**src/rtl/suma_pkg.sv**
```systemverilog
// Shared types and flag bit positions for the multi-word add sequencer.
package suma_pkg;
    typedef enum logic [1:0] {
        IDLE = 2'd0,
        SUMA = 2'd1,
        DONE = 2'd2
    } estado_t;

    localparam int BAND_N = 3;
    localparam int BAND_Z = 2;
    localparam int BAND_C = 1;
    localparam int BAND_V = 0;
endpackage

```
**src/rtl/suma_cin.sv**
```systemverilog
// Combinational n-bit adder with carry-in; carry-out kept as a separate bit.
module suma_cin #(
    parameter int n = 4
) (
    input  logic [n-1:0] a,
    input  logic [n-1:0] b,
    input  logic         cin,
    output logic [n-1:0] s,
    output logic         cout
);
    assign {cout, s} = {1'b0, a} + {1'b0, b} + {{n{1'b0}}, cin};
endmodule

```
**src/rtl/suma_multipalabra_ctrl.sv**
```systemverilog
// Sequencer that adds two N*WORDS-bit operands one N-bit word per cycle, LSW first,
// rippling carry through a register and producing {N,Z,C,V} for the wide result.
//
//  state | meaning
//  IDLE  | ready for a new request; res/banderas hold the last result
//  SUMA  | adding word idx, one word per cycle
//  DONE  | result valid, held until the consumer takes it
module suma_multipalabra_ctrl
    import suma_pkg::*;
#(
    parameter int N     = 4,
    parameter int WORDS = 4
) (
    input  logic                 clk,
    input  logic                 rst_n,
    input  logic                 start_valid,
    output logic                 start_ready,
    input  logic [N*WORDS-1:0]   op_a,
    input  logic [N*WORDS-1:0]   op_b,
    output logic                 res_valid,
    input  logic                 res_ready,
    output logic [N*WORDS-1:0]   res,
    output logic [3:0]           banderas
);
    localparam int W  = N * WORDS;
    localparam int IW = (WORDS > 1) ? $clog2(WORDS) : 1;
    localparam logic [IW-1:0] IDX_LAST = IW'(WORDS - 1);

    estado_t        estado, estado_sig;
    logic [W-1:0]   a_q, b_q, res_q, res_sig;
    logic [3:0]     band_q;
    logic [IW-1:0]  idx;
    logic           carry;
    logic [N-1:0]   wa, wb, ws;
    logic           wc;
    logic           aceptar, ultima;

    assign wa = a_q[idx*N +: N];
    assign wb = b_q[idx*N +: N];

    suma_cin #(.n(N)) u_suma (
        .a    (wa),
        .b    (wb),
        .cin  (carry),
        .s    (ws),
        .cout (wc)
    );

    // Full result including the word being written this cycle, so Z covers all W bits.
    always_comb begin
        res_sig = res_q;
        res_sig[idx*N +: N] = ws;
    end

    assign aceptar = start_valid && start_ready;
    assign ultima  = (estado == SUMA) && (idx == IDX_LAST);

    always_ff @(posedge clk or negedge rst_n) begin
        if (!rst_n) estado <= IDLE;
        else        estado <= estado_sig;
    end

    always_comb begin
        estado_sig  = estado;
        start_ready = 1'b0;
        res_valid   = 1'b0;
        case (estado)
            IDLE: begin
                start_ready = 1'b1;
                if (start_valid) estado_sig = SUMA;
            end
            SUMA: begin
                if (idx == IDX_LAST) estado_sig = DONE;
            end
            DONE: begin
                res_valid = 1'b1;
                if (res_ready) estado_sig = IDLE;
            end
            default: estado_sig = IDLE;
        endcase
    end

    always_ff @(posedge clk or negedge rst_n) begin
        if (!rst_n) begin
            a_q    <= '0;
            b_q    <= '0;
            res_q  <= '0;
            band_q <= '0;
            idx    <= '0;
            carry  <= 1'b0;
        end else begin
            if (aceptar) begin
                a_q   <= op_a;
                b_q   <= op_b;
                idx   <= '0;
                carry <= 1'b0;
            end
            if (estado == SUMA) begin
                res_q <= res_sig;
                carry <= wc;
                if (idx != IDX_LAST) idx <= idx + 1'b1;
            end
            if (ultima) begin
                band_q[BAND_N] <= res_sig[W-1];
                band_q[BAND_Z] <= (res_sig == '0);
                band_q[BAND_C] <= wc;
                band_q[BAND_V] <= (a_q[W-1] == b_q[W-1]) && (res_sig[W-1] != a_q[W-1]);
            end
        end
    end

    assign res      = res_q;
    assign banderas = band_q;
endmodule

```
**config.mk**
```make
export PLATFORM = sky130hd
export DESIGN_NAME = suma_multipalabra_ctrl
export DESIGN_NICKNAME = d
export VERILOG_FILES = /design/src/rtl/suma_pkg.sv /design/src/rtl/suma_cin.sv /design/src/rtl/suma_multipalabra_ctrl.sv
export SDC_FILE = /design/constraint.sdc
export NUM_CORES = 1
export LEC_CHECK = 0
export ABC_AREA = 1
export BUFFER_PORTS_ARGS = -buffer_cell sky130_fd_sc_hd__buf_4
export CAP_MARGIN = 40
export CORE_ASPECT_RATIO = 0.6
export CORE_MARGIN = 2
export CORE_UTILIZATION = 52
export CTS_BUF_LIST = sky130_fd_sc_hd__clkbuf_8
export DETAILED_ROUTE_END_ITERATION = 16
export PLACE_DENSITY_LB_ADDON = 0.2
export SYNTH_ARGS = -nofsm -noshare
export SYNTH_HDL_FRONTEND = slang
export SYNTH_HIERARCHICAL = 1
export SYNTH_SLANG_ARGS = --single-unit
```
**constraint.sdc**
```tcl
create_clock -name clk -period 2.7 [get_ports clk]
set_input_delay 0.135 -clock clk [delete_from_list [all_inputs] [get_ports clk]]
set_output_delay 0.135 -clock clk [all_outputs]
set_load 0.005 [all_outputs]
```
Yosys cells after proc, flatten, opt, wreduce, memory -nomap -nowiden
Cells that the tools add are included.
{"block": "totals", "wordCells": 43, "ff_bits": 57, "in_bits": 36}
{"block": "classes", "n_reduce_logical": 7, "n_eq_ne": 9, "n_addsub": 4, "n_mux": 12, "shift": 4}
{"cell": "4-bit negation with 34-bit output", "n": 1}
{"cell": "4-bit by 34-bit variable shift with 16-bit output, first input constant", "n": 1}
{"cell": "4-bit by 34-bit indexed part select with 16-bit output", "n": 1}
{"cell": "16-bit by 5-bit indexed part select with 4-bit output", "n": 2}
{"cell": "16-bit bitwise mux", "n": 1}
{"cell": "16-bit zero test", "n": 1}
{"cell": "2-bit two-way mux", "n": 6}
{"cell": "2-bit inequality test, second input constant", "n": 3}
{"cell": "2-bit case mux with 3 select lines", "n": 1}
{"cell": "4-bit by 4-bit adder with 5-bit output", "n": 1}
{"cell": "5-bit by 1-bit adder with 5-bit output", "n": 1}
{"cell": "2-bit equality test, second input constant", "n": 2}
{"cell": "1-bit two-way mux", "n": 4}
{"cell": "1-bit logical AND", "n": 3}
{"cell": "3-bit AND reduction", "n": 1}
{"cell": "2-bit by 1-bit adder with 2-bit output, second input constant", "n": 1}
{"cell": "2-bit by 1-bit equality test with 1-bit output, second input constant", "n": 1}
{"cell": "2-bit zero test", "n": 1}
{"cell": "2-bit by 1-bit inequality test with 1-bit output, second input constant", "n": 1}
{"cell": "2-bit nonzero test", "n": 1}
{"cell": "1-bit equality test", "n": 1}
{"cell": "1-bit inequality test", "n": 1}

Depth between registers and ports, before layout
Gate-level depths: netlist of the first run.
{"block": "depth", "ltp_word": 7, "ltp_mapped": 20, "mapped_depth_nobuf": 17}

Cells and area by module
Netlist of the first run, hierarchy kept.
{"module": "suma_multipalabra_ctrl", "area_each_um2": 2926.6, "cells_each": 304, "n_inst": 1}
{"module": "suma_cin", "area_each_um2": 165.2, "cells_each": 25, "n_inst": 1}

Worst setup path before layout of the first run
Ideal clock, no wire load.
{"block": "synth_timing", "path_kind": "register to register", "start": "reg idx[0]", "end": "reg band_q[2], in the netlist banderas[2]", "t_arrival_ns": 2.660, "required_ns": 2.584, "synth_period_minus_slack_ns": 2.776, "setup_slack_ns": -0.076, "path_stages_with_launch": 18, "path_cell_list": "dfrtp_1 -> buf_2 -> buf_4 -> inv_2 -> buf_4 -> o21ai_0 -> o22ai_1 -> fa_1 -> inv_1 -> fa_1 -> inv_1 -> nand3_1 -> o21ai_0 -> nor2_1 -> nand2_1 -> nor2_1 -> nand2_1 -> nand2_1"}
{"block": "synth_between", "elab_chain_cells": 6}
{"element": "start: declaration", "line": "suma_multipalabra_ctrl.sv:32", "text": "logic [IW-1:0] idx;"}
{"element": "start signal: assignment", "line": "suma_multipalabra_ctrl.sv:101", "text": "if (idx != IDX_LAST) idx <= idx + 1'b1;"}
{"element": "16-bit by 5-bit indexed part select with 4-bit output", "line": "suma_multipalabra_ctrl.sv:38", "text": "assign wa = a_q[idx*N +: N];"}
{"element": "net wa[0]", "line": "suma_multipalabra_ctrl.sv:34", "text": "logic [N-1:0] wa, wb, ws;"}
{"element": "4-bit by 4-bit adder with 5-bit output", "line": "suma_cin.sv:11", "text": "assign {cout, s} = {1'b0, a} + {1'b0, b} + {{n{1'b0}}, cin};"}
{"element": "5-bit by 1-bit adder with 5-bit output", "line": "suma_cin.sv:11"}
{"element": "net ws[1]", "line": "suma_multipalabra_ctrl.sv:34"}
{"element": "4-bit by 34-bit indexed part select with 16-bit output", "line": "suma_multipalabra_ctrl.sv:52", "text": "res_sig[idx*N +: N] = ws;"}
{"element": "16-bit bitwise mux", "line": "suma_multipalabra_ctrl.sv:52"}
{"element": "16-bit zero test", "line": "suma_multipalabra_ctrl.sv:105", "text": "band_q[BAND_Z] <= (res_sig == '0);"}
{"element": "end signal: indexed assignment", "line": "suma_multipalabra_ctrl.sv:105"}
{"element": "end signal: indexed assignment", "line": "suma_multipalabra_ctrl.sv:106", "text": "band_q[BAND_C] <= wc;"}
{"element": "end signal: indexed assignment", "line": "suma_multipalabra_ctrl.sv:107", "text": "band_q[BAND_V] <= (a_q[W-1] == b_q[W-1]) && (res_sig[W-1] != a_q[W-1]);"}
{"element": "end: declaration", "line": "suma_multipalabra_ctrl.sv:31", "text": "logic [3:0] band_q;"}
The timed path passes the listed nets, and every way through them passes these cells.
A chain may end at the register's enable or synchronous reset.

Final worst setup path of the first run
Same ends and word-level chain as after synthesis.

==> metrics, run 1 <==
Final Wtd Congestion=0.9470; Vias=2545; Placed Cells=463; height of the chip=63.73 um; DR vias/cell=approximately 5.3; Horiz. Die Dim=between 100 and 150 um; min Tclk post-route=2.615 ns; Die Area=6598 sq um; Starting Density=54.73%; Final Routed Wirelength=approximately 7.3 mm; Inserted Clock Buffers=9; Leakage Power=1.996 nW; fmax=0.3824 GHz; vias in the first global route=2383; most common cell after layout, fill and taps aside=nand2_1; Overall Power=5.795 mW; Max Fanout on Critical Path=12; outcome=complete, no violations; internal power=3.293 mW; Syn Nets=376; Tcrit/Tclk final=a little over nine tenths; share of cells above drive strength 1=33.00%; IO Count=58; endpoints failing setup=0; max-slew violation count=0; Hold Path Class=in -> reg; count of final hold-check violations=0; most frequent cells in the layout=74 x nand2_1, 65 x buf_4, 55 x dfrtp_1, 46 x nor2_1, 27 x mux2_4; synth unique cells=25; drt pass-1 iters=5; gr ovfl total=0; CP Launch Type=register; critical path capture point type=register; Comb pwr share=56.8%; final std cells w/o fill=483; CTS tree=built; Total GRT Usage=23.78%; clock network power share=between 10% and 20%; antenna violations before repair=0; wire per inst=15.12 um; CTS sink cnt=57; Worst Tran Pin Value=~0.72 ns; first-pass GRT wire length=12.09 mm; Cell Area, Synth=between 3000 and 4000 sq um; switch share=a little over two fifths; CP arrival=~2.9 ns; VDD IR max=0.9837 mV; Crit Path Category=reg -> reg; Antenna Cells=0; I/O Buffers=57; # rows=21; DRT antenna net count=0; synthesized flop and latch total=57; PD cells=1489 nW/um^2; Synth-to-Final Area Change=25.90%; number of fill cells=463; root buffer cell=clkbuf_8; Critical Path RT=2.94 ns; DR iter-0 viols=191; max-cap viol count=0; Post-Syn Instances=329; largest net degree at the start of global routing=58; share of the yosys chip area belonging to registers=46.14%; Core Footprint=about 5600 sq um; YS warnings=6; Clock Skew=about 0.013 ns; Clk Latency, worst-skew pair=0.35 ns; layout net count=between 400 and 500; clock-pin slew on the worst setup and hold paths=0.07 ns; hpwl dp=5.189 mm; part of the power in registers=~28%; CTS max path bufs=2; DRC=0; P_sw=2.502 mW; syn_area_per_cell=9.397 sq um; H-tree levels=3; worst rel slew slack=51.75%
[synthesized netlist by cell type]
cell | n | share of area [%]
buf_2 | 2 | 0.32
a21oi_1 | 2 | 0.32
buf_6 | 4 | 1.5
xnor2_1 | 1 | 0.28
ha_1 | 9 | 3.6
nand3_2 | 2 | 0.65
o22ai_1 | 9 | 1.8
a31oi_1 | 9 | 1.8
buf_4 | 4 | 0.97
clkinv_1 | 1 | 0.12
mux2_4 | 27 | 13
nand3_1 | 17 | 2.8
nand2_1 | 74 | 9.0
o21ai_0 | 27 | 4.4
inv_2 | 2 | 0.24
dfrtp_1 | 57 | 46
inv_1 | 23 | 2.8
inv_4 | 1 | 0.20
nand2_4 | 1 | 0.36
nor2_1 | 46 | 5.6
mux2_2 | 5 | 1.8
fa_1 | 2 | 1.3
o31ai_1 | 1 | 0.24
o21ai_2 | 1 | 0.28
nor2_2 | 2 | 0.40
[worst max-delay path, cell delays in order (launching register included)]
cell and delay [ns]:
dfrtp_2 0.44, inv_4 0.09, o21ai_0 0.24, o22ai_2 0.12
fa_2 0.37, inv_1 0.08, fa_1 0.42, inv_2 0.10
nand3_1 0.16, o21ai_1 0.19, nor2_1 0.07, nand2_1 0.07
nor2_1 0.04, nand2_1 0.06, nand2_1 0.04
[flip-flops by register name, summed over array words and instances (netlist names)]
signal,count
a_q,16
b_q,16
banderas,4
carry,1
estado,2
idx,2
res,16
[power groups by stage]
stage               sequential [mW]  combinational (mW)  clock (mW)
floorplan                      1.52                2.34           0
global placement               1.60                3.04           0
detailed placement             1.60                3.10           0
CTS                            1.60                3.13       0.897
global route                   1.68                3.65       0.944
finish                         1.62                3.29       0.887
[per-stage QoR]
stage | worst slack, ns | util (%) | hold slack [ns] | area, sq um | setup TNS, ns
CTS | 0.01207 | 68.02 | 0.004607 | 3842 | 0
global placement | 0.01619 | 63.68 | 0.2406 | 3597 | 0
detailed placement | -0.03273 | 63.68 | 0.2377 | 3597 | -0.03273
global route | -0.06847 | 68.90 | 0.003064 | 3892 | -0.06847
floorplan | 0.008844 | - | -0.1606 | 3104 | 0
finish | 0.08466 | 68.90 | 0.01404 | 3892 | 0
[worst paths after layout]
path	end	slack, ns	start	cells past startpoint
worst max register to register	banderas[2]	0.08	idx[0]	14
worst min-delay path	a_q[15]	0.01	op_a[15]	2
min in group asynchronous	a_q[14]	0.40	rst_n	2
worst max-delay path	banderas[2]	0.08	idx[0]	14
worst min register to register	banderas[3]	0.49	banderas[3]	2
max in group asynchronous	idx[1]	1.78	rst_n	2
[final cells by class]
type	count	area, sq um	area share [%]
timing repair buffer	68	523.0	13.44
sequential	57	1429	36.71
inverter	27	107.6	2.764
multi-input combinational	235	1513	38.86
clock inverter	7	96.34	2.475
clock buffer	9	123.9	3.182
tap	80	100.1	2.572
[what timing repair did]
action / CTS / global route
endpoints found under the setup margin: 1 / 4
buffers inserted: 0 / 2
pin swaps: 0 / 1
resized for setup: 2 / 11
hold buffers: 2 / 0
hold endpoints to repair: 58 / 0
[layer usage]
layer / vias to the layer above / share of wire [%] / track usage [%]
li1: 1236 / - / -
met1: 1198 / 53 / 37.06
met2: 102 / 39 / 31.21
met3: 9 / 6.9 / 6.625
met4: 0 / 1.3 / 7.939
met5: - / 0 / 0
[cell families after synthesis]
group                      Yosys count  share of synthesized area [%]
and+or+nand+nor                    142                          18.74
AOI/OAI and AO/OA                   49                          8.863
adders and majority gates           11                          4.937
xor gates and xnor gates             1                         0.2833
DFF                                 57                          46.14
muxes                               32                          14.93
buffers and inverters               37                          6.111
Power figures use the tool's default switching activity.
==> run 2: changes to the inputs <==
--- a/config.mk
+++ b/config.mk
@@ -6,13 +6,13 @@
 export NUM_CORES = 1
 export LEC_CHECK = 0
 export ABC_AREA = 1
-export BUFFER_PORTS_ARGS = -buffer_cell sky130_fd_sc_hd__buf_4
 export CAP_MARGIN = 40
 export CORE_ASPECT_RATIO = 0.6
 export CORE_MARGIN = 2
-export CORE_UTILIZATION = 52
+export CORE_UTILIZATION = 59
 export CTS_BUF_LIST = sky130_fd_sc_hd__clkbuf_8
 export DETAILED_ROUTE_END_ITERATION = 16
+export DONT_BUFFER_PORTS = 1
 export PLACE_DENSITY_LB_ADDON = 0.2
 export SYNTH_ARGS = -nofsm -noshare
 export SYNTH_HDL_FRONTEND = slang
==> metrics, run 2 (synthesis gave the netlist of run 1 again) <==
height of the chip=60.07 um; Synth-to-Final Area Change=27.92%; DR vias/cell=5.788; H-tree levels=3; worst rel slew slack=approximately three fifths; largest net degree at the start of global routing=58; CP Launch Type=register; Vias=between 2000 and 3000; Critical Path RT=2.92 ns; Core Footprint=5055 sq um; endpoints failing setup=0; Total GRT Usage=between 20 and 30%; hold slack=~0.31 ns; PD cells=1548 nW/um^2; worst path cell trace=inv_6, nor2_1, o22ai_2, fa_2, inv_2, fa_2, xnor2_2, nand3_2, o21ai_2, nor2_1, nand2_1, nor2_1, nand2_1, nand2_1; CTS sink cnt=57; root buffer cell=clkbuf_8; Worst Tran Pin Value=0.6040 ns; Starting Density=61.16%; DRC=0; Final Wtd Congestion=~0.94; layout net count=429; Clock Skew=0.01375 ns; slowest CP cell=dfrtp_2; VDD IR max=1.138 mV; Final Routed Wirelength=roughly 8.3 mm; Max stage delay on crit path=approximately 0.5 ns; Tcrit/Tclk final=between 90% and 100%; outcome=complete, no violations; Horiz. Die Dim=97.46 um; Clk Latency, worst-skew pair=between 0.3 and 0.4 ns; Leakage Power=1.933 nW; count of final hold-check violations=0; antenna violations before repair=0; vias in the first global route=2393; DR iter-0 viols=341; most frequent cells in the layout=74 x nand2_1, 55 x dfrtp_1, 46 x nor2_1, 34 x dlygate4sd3_1, 27 x mux2_4; Overall Power=6.123 mW; Crit Path Category=reg -> reg; max-slew violation count=0; Max Fanout on Critical Path=14; most common cell after layout, fill and taps aside=nand2_1; I/O Buffers=0; CTS tree=built; clock-pin slew on the worst setup and hold paths=0.08 ns; CP arrival=2.86 ns; share of cells above drive strength 1=23.77%; drt pass-1 iters=6; # rows=20; gr ovfl total=0; fmax=0.3786 GHz; min Tclk post-route=2.641 ns; Hold Path Class=in -> async; DRT antenna net count=0; Inserted Clock Buffers=9; max-cap viol count=0; critical path capture point type=register; Antenna Cells=0; IO Count=58; RSZ-0062 raised after global routing=true; first-pass GRT wire length=~12 mm; Die Area=5854 sq um; wire per inst=18.37 um; hpwl dp=~4.8 mm; CTS max path bufs=2
[run 2: cell types whose count changed in the layout (fill, tap and decap cells not counted), moves of 2 or more]
| cell | change |
|---|---|
| dlygate4sd3_1 | +32 |
| o21ai_4 | +3 |
| inv_1 | -2 |
| nand3_2 | +2 |
| nand3_1 | -2 |
| clkinvlp_4 | -2 |
| inv_6 | +3 |
| o21ai_1 | +2 |
| o21ai_0 | -4 |
| buf_4 | -51 |
[run 2: report_power, final]
part	switching (mW)	internal, mW	total, mW
clock	0.385	0.622	1.01
combinational	1.94	1.50	3.44
sequential	0.397	1.28	1.68
total	2.72	3.41	6.12
[run 2: layout make-up]
| type | instances | area, sq um |
|---|---|---|
| timing repair buffer | 52 | 533.0 |
| clock inverter | 7 | 125.1 |
| fill | 310 | 1100 |
| inverter | 27 | 110.1 |
| sequential | 57 | 1429 |
| clock buffer | 9 | 123.9 |
| tap | 66 | 82.58 |
| multi-input combinational | 235 | 1551 |
[run 2: per-layer routing]
metal  global-route usage, %  vias to the layer above  share of wire, %
li1                        -                     1197                 -
met1                   38.46                     1234                44
met2                   40.59                      159                43
met3                   10.76                       32                10
met4                   8.929                        0               2.5
met5                       0                        -                 0
[run 2: final timing paths]
check	start	endpoint	slack, ns	cells after the start
hold / removal	rst_n	b_q[5]	0.31	2
setup reg to reg	idx[0]	banderas[2]	0.06	14
max in group asynchronous	rst_n	idx[1]	2.13	2
hold reg to reg	a_q[2]	a_q[2]	0.52	1
setup / recovery	idx[0]	banderas[2]	0.06	14
min in group clk	start_valid	estado[0]	0.38	2
[run 2: metrics by stage]
stage / cells / setup TNS (ns) / area, sq um / util, % / setup slack [ns]
floorplan: 329 / 0 / 3104 / - / 0.008844
global placement: 391 / 0 / 3144 / 62.20 / 0.1214
detailed placement: 391 / 0 / 3144 / 62.20 / 0.04588
CTS: 442 / 0 / 3762 / 74.43 / 0.01559
global route: 453 / -0.05943 / 3955 / 78.24 / -0.05943
finish: 453 / 0 / 3955 / 78.24 / 0.05875
[run 2: worst max-delay path, delay by kind of cell (launching register included)]
kind                     cells  cell delay [ns]
AO/OA/AOI/OAI                2             0.40
XOR/XNOR                     1             0.24
adder cells (fa/ha/maj)      2             0.65
buffers and inverters        2             0.20
flip-flops                   1             0.50
AND/OR/NAND/NOR              7             0.53
[run 2: timing repair]
action                     in CTS  in global routing
hold endpoints to repair       90                  0
gates resized for setup         1                 29
hold buffers                   35                  0
setup endpoints to repair       1                  2
pin swaps                       2                 12
buffers inserted                0                 10
gates cloned                    0                  1
==> run 3: changes to the inputs <==
--- a/config.mk
+++ b/config.mk
@@ -14,6 +14,7 @@
 export DETAILED_ROUTE_END_ITERATION = 16
 export DONT_BUFFER_PORTS = 1
 export PLACE_DENSITY_LB_ADDON = 0.2
+export REMOVE_ABC_BUFFERS = 1
 export SYNTH_ARGS = -nofsm -noshare
 export SYNTH_HDL_FRONTEND = slang
 export SYNTH_HIERARCHICAL = 1
==> metrics, run 3 (synthesis gave the netlist of run 1 again) <==
clock network power share=15.8%; IO Count=58; antenna violations before repair=0; hpwl dp=4.850 mm; DR iter-0 viols=203; Die Area=5854 sq um; Total GRT Usage=around 27%; part of the power in registers=29.2%; Final TNS setup=0 ns; H-tree levels=3; I/O Buffers=0; P_sw=approximately 2.5 mW; Antenna Cells=0; clock-pin slew on the worst setup and hold paths=approximately 0.07 ns; drt pass-1 iters=5; CTS tree=built; endpoints failing setup=0; Max Fanout on Critical Path=12; max-slew violation count=0; Final Routed Wirelength=7.547 mm; Util after Layout=75.07%; internal power=about 3.2 mW; DP Area=3142 sq um; first-pass GRT wire length=12.14 mm; Horiz. Die Dim=roughly 97 um; CP arrival=2.80 ns; min Tclk post-route=about 2.6 ns; CTS max path bufs=2; Overall Power=5.698 mW; Synth-to-Final Area Change=22.74%; DR vias/cell=about 5.6; Worst Tran Pin Value=0.6177 ns; Core Footprint=around 5000 sq um; largest net degree at the start of global routing=a little under 60; root buffer cell=clkbuf_8; Clk Latency, worst-skew pair=0.32 ns; Leakage Power=1.864 nW; most frequent cells in the layout=73 x nand2_1, 55 x dfrtp_1, 46 x nor2_1, 34 x dlygate4sd3_1, 27 x mux2_4; most common cell after layout, fill and taps aside=nand2_1; DRC=0; CTS sink cnt=57; Comb pwr share=55.0%; Starting Density=between 60% and 70%; gr ovfl total=0; critical path capture point type=register; fmax=about 0.39 GHz; vias in the first global route=2373; VDD IR max=0.7704 mV; # rows=20; Finished Cell Area=3795 sq um; Final Wtd Congestion=0.9514; Placed Cells=392; metal2 WL=3.285 mm; Crit Path Category=reg -> reg; Tcrit/Tclk final=95.64%; count of final hold-check violations=0; DRT antenna net count=0; Critical Path RT=2.92 ns; wire per inst=around 17 um; met1 wire length=3.531 mm; Hold Path Class=in -> async; share of cells above drive strength 1=between 20% and 30%; Inserted Clock Buffers=9; layout net count=between 400 and 500; outcome=complete, no violations; met3 WL=683 um; CP Launch Type=register; Clock Skew=0.007240 ns; height of the chip=60.07 um; final std cells w/o fill=445; PD cells=1502 nW/um^2; switch share=around 44%; worst rel slew slack=roughly three fifths; Vias=2511; max-cap viol count=0; top routing layer used=met4
## run 3: changes by cell type in the layout (fill, tap and decap cells not counted), sizes merged
cell,before,now
buf,17,10
bufinv,3,2
clkbuf,10,11
clkinv,3,2
clkinvlp,0,1
inv,28,27
## run 3: layout make-up
class	count	area [sq um]
clock buffers	11	151.4
clock inverters	5	77.57
fillers	347	1260
inverters	27	106.4
multi-input cells	235	1513
flip-flops and latches	57	1429
well taps	66	82.58
repair buffers	44	435.4
## run 3: routing by layer
layer	GRT usage (%)	vias to the layer above
met1	40.15	1196
met3	8.187	4
met4	5.159	0
met5	0	-
li1	-	1184
met2	40.79	127
## run 3: per-stage QoR
step / worst slack [ns] / hold WS (ns)
floorplan: -0.1985 / -0.1606
global placement: 0.1343 / -0.1591
detailed placement: -0.005057 / -0.1590
CTS: 0.03740 / 0.3372
global route: -0.06457 / 0.3750
finish: 0.1177 / 0.3540
## run 3: what timing repair did
action	CTS	global route
endpoints found under the setup margin	1	4
resized for setup	2	16
endpoints found under the hold margin	90	0
setup buffers	0	2
hold buffers	35	0
pin swaps	0	4
## run 3: worst paths after layout
check	from	endpoint	slack, ns	depth (start not counted)
max reg2reg	idx[0]	banderas[2]	0.12	14
min reg2reg	a_q[6]	a_q[6]	0.51	1
min in group clk	start_valid	estado[0]	0.39	2
max in group asynchronous	rst_n	a_q[14]	2.09	2
min	rst_n	a_q[4]	0.35	2
max	idx[0]	banderas[2]	0.12	14
## run 3: worst max-delay path: stages, from the launching register on
cell and delay, ns:
dfrtp_2 0.44, inv_4 0.08, o21ai_1 0.15, o22ai_2 0.11, fa_2 0.43, inv_1 0.08, fa_1 0.41, inv_1 0.14
nand3_1 0.16, o21ai_2 0.18, nor2_1 0.08, nand2_1 0.06, nor2_1 0.04, nand2_1 0.06, nand2_1 0.04
## run 3: power groups by stage
stage / combinational, mW / sequential [mW] / clock (mW)
after CTS: 2.88 / 1.63 / 0.917
final: 3.14 / 1.66 / 0.902
after global placement: 2.72 / 1.63 / 0
after global routing: 3.46 / 1.71 / 0.964
after detailed placement: 2.79 / 1.64 / 0
after floorplan: 2.12 / 1.55 / 0
